## src/rtl/score_ctrl_if.sv

```systemverilog
// Score controller bus: game event pulses in, BCD digits and status out.
interface score_ctrl_if;
  logic       start;
  logic       score_inc;
  logic       bird_dead;
  logic       frame_tick;
  logic [3:0] number_0;
  logic [3:0] number_1;
  logic [3:0] number_2;
  logic [3:0] number_3;
  logic [3:0] highest_0;
  logic [3:0] highest_1;
  logic [3:0] highest_2;
  logic [3:0] highest_3;
  logic       disp_valid;
  logic       new_record;
  logic [1:0] game_state;

  // Game logic side: produces the event pulses, consumes the display data.
  modport master (
    output start, score_inc, bird_dead, frame_tick,
    input  number_0, number_1, number_2, number_3,
    input  highest_0, highest_1, highest_2, highest_3,
    input  disp_valid, new_record, game_state
  );

  // Score controller side.
  modport slave (
    input  start, score_inc, bird_dead, frame_tick,
    output number_0, number_1, number_2, number_3,
    output highest_0, highest_1, highest_2, highest_3,
    output disp_valid, new_record, game_state
  );
endinterface

```

## src/rtl/score_ctrl.sv

```systemverilog
// Score controller: BCD score counting, digit-serial high-score compare,
// and new-record blink of the digit display.
module score_ctrl #(
  parameter int BLINK_PERIOD = 30
) (
  input  logic         clk,
  input  logic         rst_n,
  score_ctrl_if.slave  bus
);

  typedef enum logic [1:0] {
    IDLE = 2'd0,
    PLAY = 2'd1,
    CMP  = 2'd2,
    OVER = 2'd3
  } state_t;

  localparam int BW = (BLINK_PERIOD > 1) ? $clog2(BLINK_PERIOD) : 1;
  localparam logic [BW-1:0] BLINK_LAST = BW'(BLINK_PERIOD - 1);

  state_t          state_reg, state_next;
  // Index 0 is the most significant digit, index 3 the units digit.
  logic [3:0]      num_reg  [4];
  logic [3:0]      num_next [4];
  logic [3:0]      high_reg [4];
  logic [3:0]      high_next[4];
  logic [3:0]      num_inc  [4];
  logic            sat;
  logic [1:0]      idx_reg, idx_next;
  logic            nr_reg, nr_next;
  logic            dv_reg, dv_next;
  logic [BW-1:0]   blink_reg, blink_next;

  // BCD +1 with ripple carry from the units digit; sat stays high when every
  // digit is 9, in which case the score must not wrap.
  always_comb begin
    sat = 1'b1;
    for (int i = 3; i >= 0; i--) begin
      num_inc[i] = num_reg[i];
      if (sat) begin
        if (num_reg[i] == 4'd9) begin
          num_inc[i] = 4'd0;
        end else begin
          num_inc[i] = num_reg[i] + 4'd1;
          sat        = 1'b0;
        end
      end
    end
    if (sat) num_inc = num_reg;
  end

  // Next-state and next-output logic for the game FSM.
  always_comb begin
    state_next = state_reg;
    num_next   = num_reg;
    high_next  = high_reg;
    idx_next   = idx_reg;
    nr_next    = nr_reg;
    dv_next    = dv_reg;
    blink_next = blink_reg;
    case (state_reg)
      IDLE: begin
        dv_next = 1'b1;
        if (bus.start) begin
          state_next = PLAY;
          num_next   = '{default: 4'd0};
          nr_next    = 1'b0;
        end
      end
      PLAY: begin
        dv_next = 1'b1;
        if (bus.score_inc) num_next = num_inc;
        if (bus.bird_dead) begin
          state_next = CMP;
          idx_next   = 2'd0;
        end
      end
      CMP: begin
        dv_next = 1'b1;
        if (num_reg[idx_reg] > high_reg[idx_reg]) begin
          state_next = OVER;
          high_next  = num_reg;
          nr_next    = 1'b1;
          blink_next = '0;
        end else if (num_reg[idx_reg] < high_reg[idx_reg] || idx_reg == 2'd3) begin
          state_next = OVER;
          blink_next = '0;
        end else begin
          idx_next = idx_reg + 2'd1;
        end
      end
      OVER: begin
        if (bus.start) begin
          state_next = PLAY;
          num_next   = '{default: 4'd0};
          nr_next    = 1'b0;
          dv_next    = 1'b1;
          blink_next = '0;
        end else if (nr_reg && bus.frame_tick) begin
          if (blink_reg == BLINK_LAST) begin
            blink_next = '0;
            dv_next    = ~dv_reg;
          end else begin
            blink_next = blink_reg + 1'b1;
          end
        end
      end
      default: state_next = IDLE;
    endcase
  end

  // State register with synchronous active-low reset.
  always_ff @(posedge clk) begin
    if (!rst_n) begin
      state_reg <= IDLE;
      num_reg   <= '{default: 4'd0};
      high_reg  <= '{default: 4'd0};
      idx_reg   <= 2'd0;
      nr_reg    <= 1'b0;
      dv_reg    <= 1'b1;
      blink_reg <= '0;
    end else begin
      state_reg <= state_next;
      num_reg   <= num_next;
      high_reg  <= high_next;
      idx_reg   <= idx_next;
      nr_reg    <= nr_next;
      dv_reg    <= dv_next;
      blink_reg <= blink_next;
    end
  end

  assign bus.number_0   = num_reg[0];
  assign bus.number_1   = num_reg[1];
  assign bus.number_2   = num_reg[2];
  assign bus.number_3   = num_reg[3];
  assign bus.highest_0  = high_reg[0];
  assign bus.highest_1  = high_reg[1];
  assign bus.highest_2  = high_reg[2];
  assign bus.highest_3  = high_reg[3];
  assign bus.disp_valid = dv_reg;
  assign bus.new_record = nr_reg;
  assign bus.game_state = state_reg;

endmodule

```

## src/flat_wrapper.sv

```systemverilog
// flat-port wrapper written by rule: the top's interface ports become plain ports
module score_ctrl_flat 
#(
  parameter int BLINK_PERIOD = 30
)
  (clk, rst_n, bus_start, bus_score_inc, bus_bird_dead, bus_frame_tick, bus_number_0, bus_number_1, bus_number_2, bus_number_3, bus_highest_0, bus_highest_1, bus_highest_2, bus_highest_3, bus_disp_valid, bus_new_record, bus_game_state);
  score_ctrl_if bus_i ();
  input  logic clk;
  input  logic rst_n;
  input wire logic [$bits(bus_i.start)-1:0] bus_start;
  input wire logic [$bits(bus_i.score_inc)-1:0] bus_score_inc;
  input wire logic [$bits(bus_i.bird_dead)-1:0] bus_bird_dead;
  input wire logic [$bits(bus_i.frame_tick)-1:0] bus_frame_tick;
  output wire logic [$bits(bus_i.number_0)-1:0] bus_number_0;
  output wire logic [$bits(bus_i.number_1)-1:0] bus_number_1;
  output wire logic [$bits(bus_i.number_2)-1:0] bus_number_2;
  output wire logic [$bits(bus_i.number_3)-1:0] bus_number_3;
  output wire logic [$bits(bus_i.highest_0)-1:0] bus_highest_0;
  output wire logic [$bits(bus_i.highest_1)-1:0] bus_highest_1;
  output wire logic [$bits(bus_i.highest_2)-1:0] bus_highest_2;
  output wire logic [$bits(bus_i.highest_3)-1:0] bus_highest_3;
  output wire logic [$bits(bus_i.disp_valid)-1:0] bus_disp_valid;
  output wire logic [$bits(bus_i.new_record)-1:0] bus_new_record;
  output wire logic [$bits(bus_i.game_state)-1:0] bus_game_state;
  assign bus_i.start = bus_start;
  assign bus_i.score_inc = bus_score_inc;
  assign bus_i.bird_dead = bus_bird_dead;
  assign bus_i.frame_tick = bus_frame_tick;
  assign bus_number_0 = bus_i.number_0;
  assign bus_number_1 = bus_i.number_1;
  assign bus_number_2 = bus_i.number_2;
  assign bus_number_3 = bus_i.number_3;
  assign bus_highest_0 = bus_i.highest_0;
  assign bus_highest_1 = bus_i.highest_1;
  assign bus_highest_2 = bus_i.highest_2;
  assign bus_highest_3 = bus_i.highest_3;
  assign bus_disp_valid = bus_i.disp_valid;
  assign bus_new_record = bus_i.new_record;
  assign bus_game_state = bus_i.game_state;
  score_ctrl #(.BLINK_PERIOD(BLINK_PERIOD)) u_core (.clk(clk), .rst_n(rst_n), .bus(bus_i));
endmodule
```

## config.mk

```make
export PLATFORM = sky130hd
export DESIGN_NAME = score_ctrl_flat
export DESIGN_NICKNAME = d
export VERILOG_FILES = /design/src/rtl/score_ctrl_if.sv /design/src/rtl/score_ctrl.sv /design/src/flat_wrapper.sv
export SDC_FILE = /design/constraint.sdc
export NUM_CORES = 1
export LEC_CHECK = 0
export ABC_CLOCK_PERIOD_IN_PS = 8200
export CAP_MARGIN = 20
export CORE_MARGIN = 2
export CORE_UTILIZATION = 35
export CTS_BUF_LIST = sky130_fd_sc_hd__clkbuf_8 sky130_fd_sc_hd__clkbuf_16
export CTS_CLUSTER_SIZE = 20
export DETAILED_ROUTE_END_ITERATION = 12
export GPL_TIMING_DRIVEN = 0
export PLACE_DENSITY = 0.68
export SKIP_CTS_REPAIR_TIMING = 1
export SYNTH_ARGS = -nofsm -noshare
export SYNTH_HDL_FRONTEND = slang
export SYNTH_SLANG_ARGS = --single-unit
```

## constraint.sdc

```tcl
create_clock -name clk -period 8.2 [get_ports clk]
set_clock_uncertainty 0.15 [all_clocks]
set_input_delay 1.23 -clock clk [delete_from_list [all_inputs] [get_ports clk]]
set_output_delay 1.23 -clock clk [all_outputs]
set_load 0.005 [all_outputs]
```

==> summary.md, run 1 <==
| Metric | Value |
|---|---|
| Clk sink count | 43 |
| Xor and xnor fraction of the mapped netlist area | less than 1% |
| Slowest stage cell, crit path | mux4_2 |
| Total CTS buffers | 5 |
| Final TNS setup | 0 ps |
| Worst slew pin tran | 600 ps |
| Max stage delay on crit path | 550 ps |
| Number of synthesized flops with an enable pin | 0 |
| Clock power frac | 24.3% |
| Post-synth ARST share | 0% |
| First-pass GRT wire length | 11300 µm |
| Largest net degree at the start of global routing | 15 |
| CP arrival | between 3000 and 4000 ps |
| Chip width | ~90 µm |
| Met2 WL post-DR | 3000 µm |
| Startpoint types | flop |
| Critical Path RT | around 8300 ps |
| Vias | 2212 |
| Insertion delay to the later sink of the worst-skew pair | about 300 ps |
| Input/output buffers | between 40 and 50 |
| Crit. End Element | flop |
| # rows | 31 |
| DRC | 0 |
| GP Congestion | 0.822 |
| Simple-gate share of the synthesized area | 23.4% |
| H-tree lvl count | 2 |
| Leakage | 1.12 nW |
| Clock Pin Slew Worst Setup and Hold Paths | roughly 90 ps |
| Antenna fix cells | 0 |
| Met1 Wirelength | around 3100 µm |
| Peak VDD IR | 0.114 mV |
| Vias in the first global route | ~2200 |
| Ports | 42 |
| Synthesis-stage register bit count | between 40 and 50 |
| Cells on worst reg2reg path | 9 |
| Sequential share of the synthesized area | between 30 and 40% |
| Mapped Nets | around 300 |
| Net Switching | ~0.27 mW |
| Yosys warns | 0 |
| P per Cell Area | about 220 mW/mm² |
| Die Span Y | 90.1 µm |
| Hold Path Stages | 2 |
| Routed WL per cell | 15.6 µm |
| Highest routed layer | met4 |
| Part of the power in combinational logic | 40.1% |
| Share of cells above drive strength 1 | 8.72% |
| FF-to-FF setup slack | roughly 4900 ps |
| Max cap viols | 0 |
| Core Area | between 0.007 and 0.008 mm² |
| Final period util | roughly two fifths |
| Worst relative slew slack | between 60 and 70% |
| Nets | 345 |
| P_int | roughly 0.44 mW |
| HP Class | reg2reg |
| Leading cell types by total area after synthesis | dfxtp_1 (33%), mux2i_1 (9.3%), ha_1 (9.2%) |
| Final Hold Fails | 0 |
| Yosys cell types | about 50 |
| Syn Inst Count | 272 |
| Crit path cell chain | buf_2 -> mux4_2 -> ha_1 -> nand4_1 -> nand2_1 -> a21oi_2 -> buf_4 -> mux2i_1 -> nor2b_1 |
| Setup Crit Path Kind | reg2reg |
| Initial Util | a little over a third |
| Root buf cell | clkbuf_8 |
| Routed length on met3 | approximately 290 µm |
| RSZ-0062 raised after global routing | no |
| Fill cells | between 700 and 800 |
| Overflow after GRT | 0 |
| Synth-to-layout area growth | 24.9% |
| Synth area leader | dfxtp_1 |
| Synth Area in Adders | ~9.2% |
| Sequential share of power | a little over a third |
| Most used DFF post-synth | dfxtp_1 |
| Status | completed |
| CTS tree | done |
| Main combinational cell family by area after synthesis | simple AND/OR/NAND/NOR gates |
| Final WL | 6550 µm |
| Post-Syn Area | roughly 0.0026 mm² |
| TritonRoute pass-1 iters | 4 |
| CP max FO | 10 |
| Compound-Gate Fraction of Synth Area | a little over an eighth |
| Via density | 5.27 |
| Final setup violating endpoints | 0 |
| Mux contribution to synthesized area | ~16% |
| Antenna viol nets, final | 0 |
| Initial antenna violation count | 0 |
| Max FFs per register | 5 |
| Max-slew violations | 0 |
| Total die area | between 0.008 and 0.009 mm² |
| Starting DRC count in detailed routing | 85 |
| Switching part of the total | a little under two fifths |
| Overall Power | just over 0.7 mW |
| Crit path time final | roughly 3300 ps |
| Gr usage total | 17.0% |
| Syn avg cell area | 9.54 µm² |
| F_max | around 0.31 GHz |
| Worst-case clock buffer depth | 2 |
| Top-area cell type share of the netlist area | around a third |
| HPWL after DPL | between 4000 and 5000 µm |
==> placed cells by master, fill, tap and decap left out, types with 2 or more instances in the layout <==
cell type,instances
inv_1,15
nand3_1,9
and3b_1,4
nor3b_1,3
a31o_2,3
o21ai_0,10
nand3b_1,3
mux2i_1,24
nand2b_1,3
clkbuf_8,5
dfxtp_1,43
a21oi_1,6
a2bb2oi_1,2
nand4b_1,3
a31oi_1,2
and3_1,3
nand4_1,5
mux4_2,8
or3_1,2
clkdlybuf4s50_1,41
or4_1,3
nor2b_1,24
o211ai_1,4
a32o_1,2
clkbuf_1,11
o21ai_1,2
nand2_1,18
nor3_1,9
ha_1,19
nor2_1,11
==> cells by family after synthesis <==
logic type,count (synthesis)
compound gates,44
xor+xnor,1
fa+ha+maj,19
buf+inv,28
flops,43
mux,32
simple gates,105
==> cell usage after synthesis, types with 4 or more instances <==
cell and instances:
dfxtp_1 43, mux2i_1 24, nor2b_1 24, ha_1 19, nand2_1 18, inv_1 15
clkbuf_1 11, nor2_1 11, o21ai_0 10, nand3_1 9, nor3_1 9, mux4_2 8
a21oi_1 6, nand4_1 5, and3b_1 4, o211ai_1 4
==> per-stage QoR <==
step,cells,utilization [%],area [µm²],setup WS [ps],hold slack [ps]
6_report,420,44.9,3240,4940,357
3_5_place_dp,412,43.4,3130,4900,347
5_1_grt,420,44.9,3240,4730,372
3_3_place_gp,412,43.4,3130,4940,337
4_1_cts,420,44.9,3240,4900,360
2_1_floorplan,272,-,2590,5370,333
==> final timing paths <==
kind                              start                       to
setup / recovery      u_core.idx_reg[0]  u_core.bus.highest_2[3]
hold / removal    u_core.bus.disp_valid    u_core.bus.disp_valid
setup reg to reg      u_core.idx_reg[0]  u_core.bus.highest_2[3]
hold reg to reg   u_core.bus.disp_valid    u_core.bus.disp_valid
==> critical path, delay by kind of cell, from the launching register on <==
kind / cells / cell delay (ps)
simple gates: 3 / 460
compound gates: 1 / 450
buf+inv: 2 / 640
mux: 2 / 760
fa+ha+maj: 1 / 350
flops: 1 / 340
==> layout make-up <==
type,count,area [µm²],area share (%)
tap,99,124,3.82
sequential,43,861,26.6
buffer,13,53.8,1.66
multi-input combinational,201,1620,50.1
timing repair buffer,41,410,12.7
inverter,15,56.3,1.74
clock inverter,3,43.8,1.35
clock buffer,5,68.8,2.12
==> metal layers <==
| layer | vias up | track usage, % |
|---|---|---|
| met5 | - | 0 |
| met4 | 0 | 5.64 |
| met3 | 10 | 3.77 |
| met2 | 58 | 28.0 |
| met1 | 1060 | 22.1 |
| li1 | 1084 | - |
==> power groups by stage <==
stage | Sequential, mW | Clock, mW | Combinational, mW
after floorplan | 0.250 | 0 | 0.200
after global placement | 0.257 | 0 | 0.278
after detailed placement | 0.258 | 0 | 0.283
after CTS | 0.254 | 0.175 | 0.285
after global routing | 0.258 | 0.182 | 0.316
final | 0.253 | 0.173 | 0.285
No activity file was read; power rests on OpenSTA's default activity.
==> run 2: changes to the inputs <==
--- a/config.mk
+++ b/config.mk
@@ -5,7 +5,7 @@
 export SDC_FILE = /design/constraint.sdc
 export NUM_CORES = 1
 export LEC_CHECK = 0
-export ABC_CLOCK_PERIOD_IN_PS = 8200
+export ABC_CLOCK_PERIOD_IN_PS = 3000
 export CAP_MARGIN = 20
 export CORE_MARGIN = 2
 export CORE_UTILIZATION = 35
==> constraint.sdc (replaced) <==
create_clock -name clk -period 3 [get_ports clk]
set_clock_uncertainty 0.15 [all_clocks]
set_input_delay 0.45 -clock clk [delete_from_list [all_inputs] [get_ports clk]]
set_output_delay 0.45 -clock clk [all_outputs]
set_load 0.005 [all_outputs]
==> run 2 against run 1 <==
Fmax is 12% higher; critical path depth unchanged; sequential cell count unchanged; largest power group unchanged.
==> summary.md, run 2 (synthesized netlist as in run 1, its figures left out) <==
| Metric | Value |
|---|---|
| TritonRoute pass-1 iters | 4 |
| First-pass GRT wire length | approximately 11000 µm |
| Most common cell after layout, fill and taps aside | dfxtp_1 |
| CP max FO | 9 |
| Startpoint types | flop |
| Final setup violating endpoints | 0 |
| Vias in the first global route | about 2200 |
| Vias | between 2000 and 2500 |
| Max FFs per register | 5 |
| Total die area | between 0.008 and 0.009 mm² |
| Overall Power | between 1.5 and 2 mW |
| Via density | ~5.2 |
| HP Class | reg2reg |
| Antenna viol nets, final | 0 |
| Clk sink count | 43 |
| Synth-to-layout area growth | 29.3% |
| Met2 WL post-DR | roughly 3100 µm |
| Placed inst area | roughly 0.0031 mm² |
| Clock power frac | a little under a quarter |
| Design area | about 0.0034 mm² |
| Die Span Y | 90.1 µm |
| CP arrival | between 2000 and 3000 ps |
| Worst path top cell family by delay | simple AND/OR/NAND/NOR gates |
| Leakage | ~1.2 nW |
| # rows | 31 |
| F_max | roughly 0.34 GHz |
| Largest net degree at the start of global routing | 15 |
| P per Cell Area | just under 600 mW/mm² |
| Slowest stage cell, crit path | mux4_2 |
| Routed WL per cell | roughly 15 µm |
| Buf/Inv on CP | 2 |
| Highest routed layer | met4 |
| Overflow after GRT | 0 |
| Setup Crit Path Kind | reg2reg |
| Routed length on met3 | 334 µm |
| Critical Path RT | about 3000 ps |
| H-tree lvl count | 2 |
| Starting DRC count in detailed routing | 78 |
| Worst-case clock buffer depth | 2 |
| Core Area | about 0.0072 mm² |
| Part of the power in combinational logic | around two fifths |
| Final Util | between 40% and 50% |
| Critical Path Start | u_core.idx_reg[0] |
| Antenna fix cells | 0 |
| DRC | 0 |
| Commonest non-fill, non-tap cells in the layout | dfxtp_1 (42), clkdlybuf4s50_1 (41), nor2b_1 (24), mux2i_1 (24), ha_1 (19) |
| Crit path cell chain | buf_8 -> mux4_2 -> ha_1 -> nor2b_1 -> o211ai_2 -> a2111oi_4 -> buf_4 -> or4_1 -> o211ai_1 |
| Crit. End Element | flop |
| Crit path time final | between 2000 and 3000 ps |
| Insertion delay to the later sink of the worst-skew pair | roughly 300 ps |
| Final TNS setup | 0 ps |
| Total CTS buffers | 5 |
| Sequential share of power | 35.0% |
| HP Start | u_core.bus.disp_valid |
| Met1 Wirelength | 3070 µm |
| Initial Util | between 30% and 40% |
| CTS tree | done |
| P_int | ~1.2 mW |
| Nets | about 360 |
| Gr usage total | between 15 and 20% |
| Clock Pin Slew Worst Setup and Hold Paths | ~90 ps |
| Final period util | a little over nine tenths |
| Max stage delay on crit path | around 500 ps |
| Peak VDD IR | 0.317 mV |
| Chip width | 90.1 µm |
| Ports | 42 |
| Net Switching | 0.750 mW |
| HPWL after DPL | ~4700 µm |
| Switching part of the total | a little under two fifths |
| Final Hold Fails | 0 |
| Worst slew pin tran | between 500 and 600 ps |
| Initial antenna violation count | 0 |
| Status | completed |
| Final WL | between 6000 and 7000 µm |
| Root buf cell | clkbuf_8 |
| Input/output buffers | 41 |
| Max-slew violations | 0 |
| Worst relative slew slack | around 64% |
| FF-to-FF setup slack | about 91 ps |
| Max cap viols | 0 |
| GP Congestion | between 0.8 and 0.9 |
| R2r startpoint | u_core.idx_reg[0] |
| Fill cells | 734 |
| Share of cells above drive strength 1 | roughly an eighth |
-- run 2: changes by cell type in the layout (fill, tap and decap cells not counted) --
cell      before  now
buf_4          1   13
buf_2          1    0
a21oi_1        6    5
dfxtp_1       43   42
buf_8          0    1
dfxtp_2        0    1
clkbuf_1      11   10
a21oi_4        1    2
clkbuf_2       0    1
-- run 2: metal layers --
metal	GRT usage, %	vias to the layer above
met2	28.0	53
met5	0	-
met3	3.77	12
met1	22.1	1080
li1	-	1106
met4	5.64	0
-- run 2: power by group through the flow --
stage,sequential [mW],clock (mW),combinational (mW)
2_1_floorplan,0.685,0,0.548
3_3_place_gp,0.703,0,0.761
3_5_place_dp,0.706,0,0.773
4_1_cts,0.693,0.479,0.778
5_1_grt,0.705,0.499,0.904
6_report,0.693,0.472,0.816
-- run 2: worst register-to-register path: cells and delay by family, from the launching register on --
kind / cells / cell delay, ps
simple gates: 2 / 640
compound gates: 3 / 560
mux: 1 / 500
flops: 1 / 350
buf+inv: 2 / 320
fa+ha+maj: 1 / 320
-- run 2: final cells by class --
class	count	area, µm²	share of cell area [%]
buffer	13	65.1	1.94
clock buffer	5	68.8	2.05
clock inverter	3	43.8	1.30
inverter	15	56.3	1.68
multi-input combinational	201	1640	48.7
sequential	43	862	25.7
tap	99	124	3.69
timing repair buffer	53	500	14.9
-- run 2: worst paths after layout --
path | endpoint | depth (start not counted)
setup / recovery | u_core.blink_reg[3] | 9
hold reg to reg | u_core.bus.disp_valid | 2
hold / removal | u_core.bus.disp_valid | 2
setup reg to reg | u_core.blink_reg[3] | 9
-- run 2: per-stage QoR --
| step | worst slack, ps | hold WS, ps | instances |
|---|---|---|---|
| after floorplan | 175 | 333 | 272 |
| after global placement | -264 | 337 | 412 |
| after detailed placement | -295 | 347 | 412 |
| after CTS | -296 | 360 | 420 |
| after global routing | -7.90 | 372 | 432 |
| final | 90.9 | 355 | 432 |
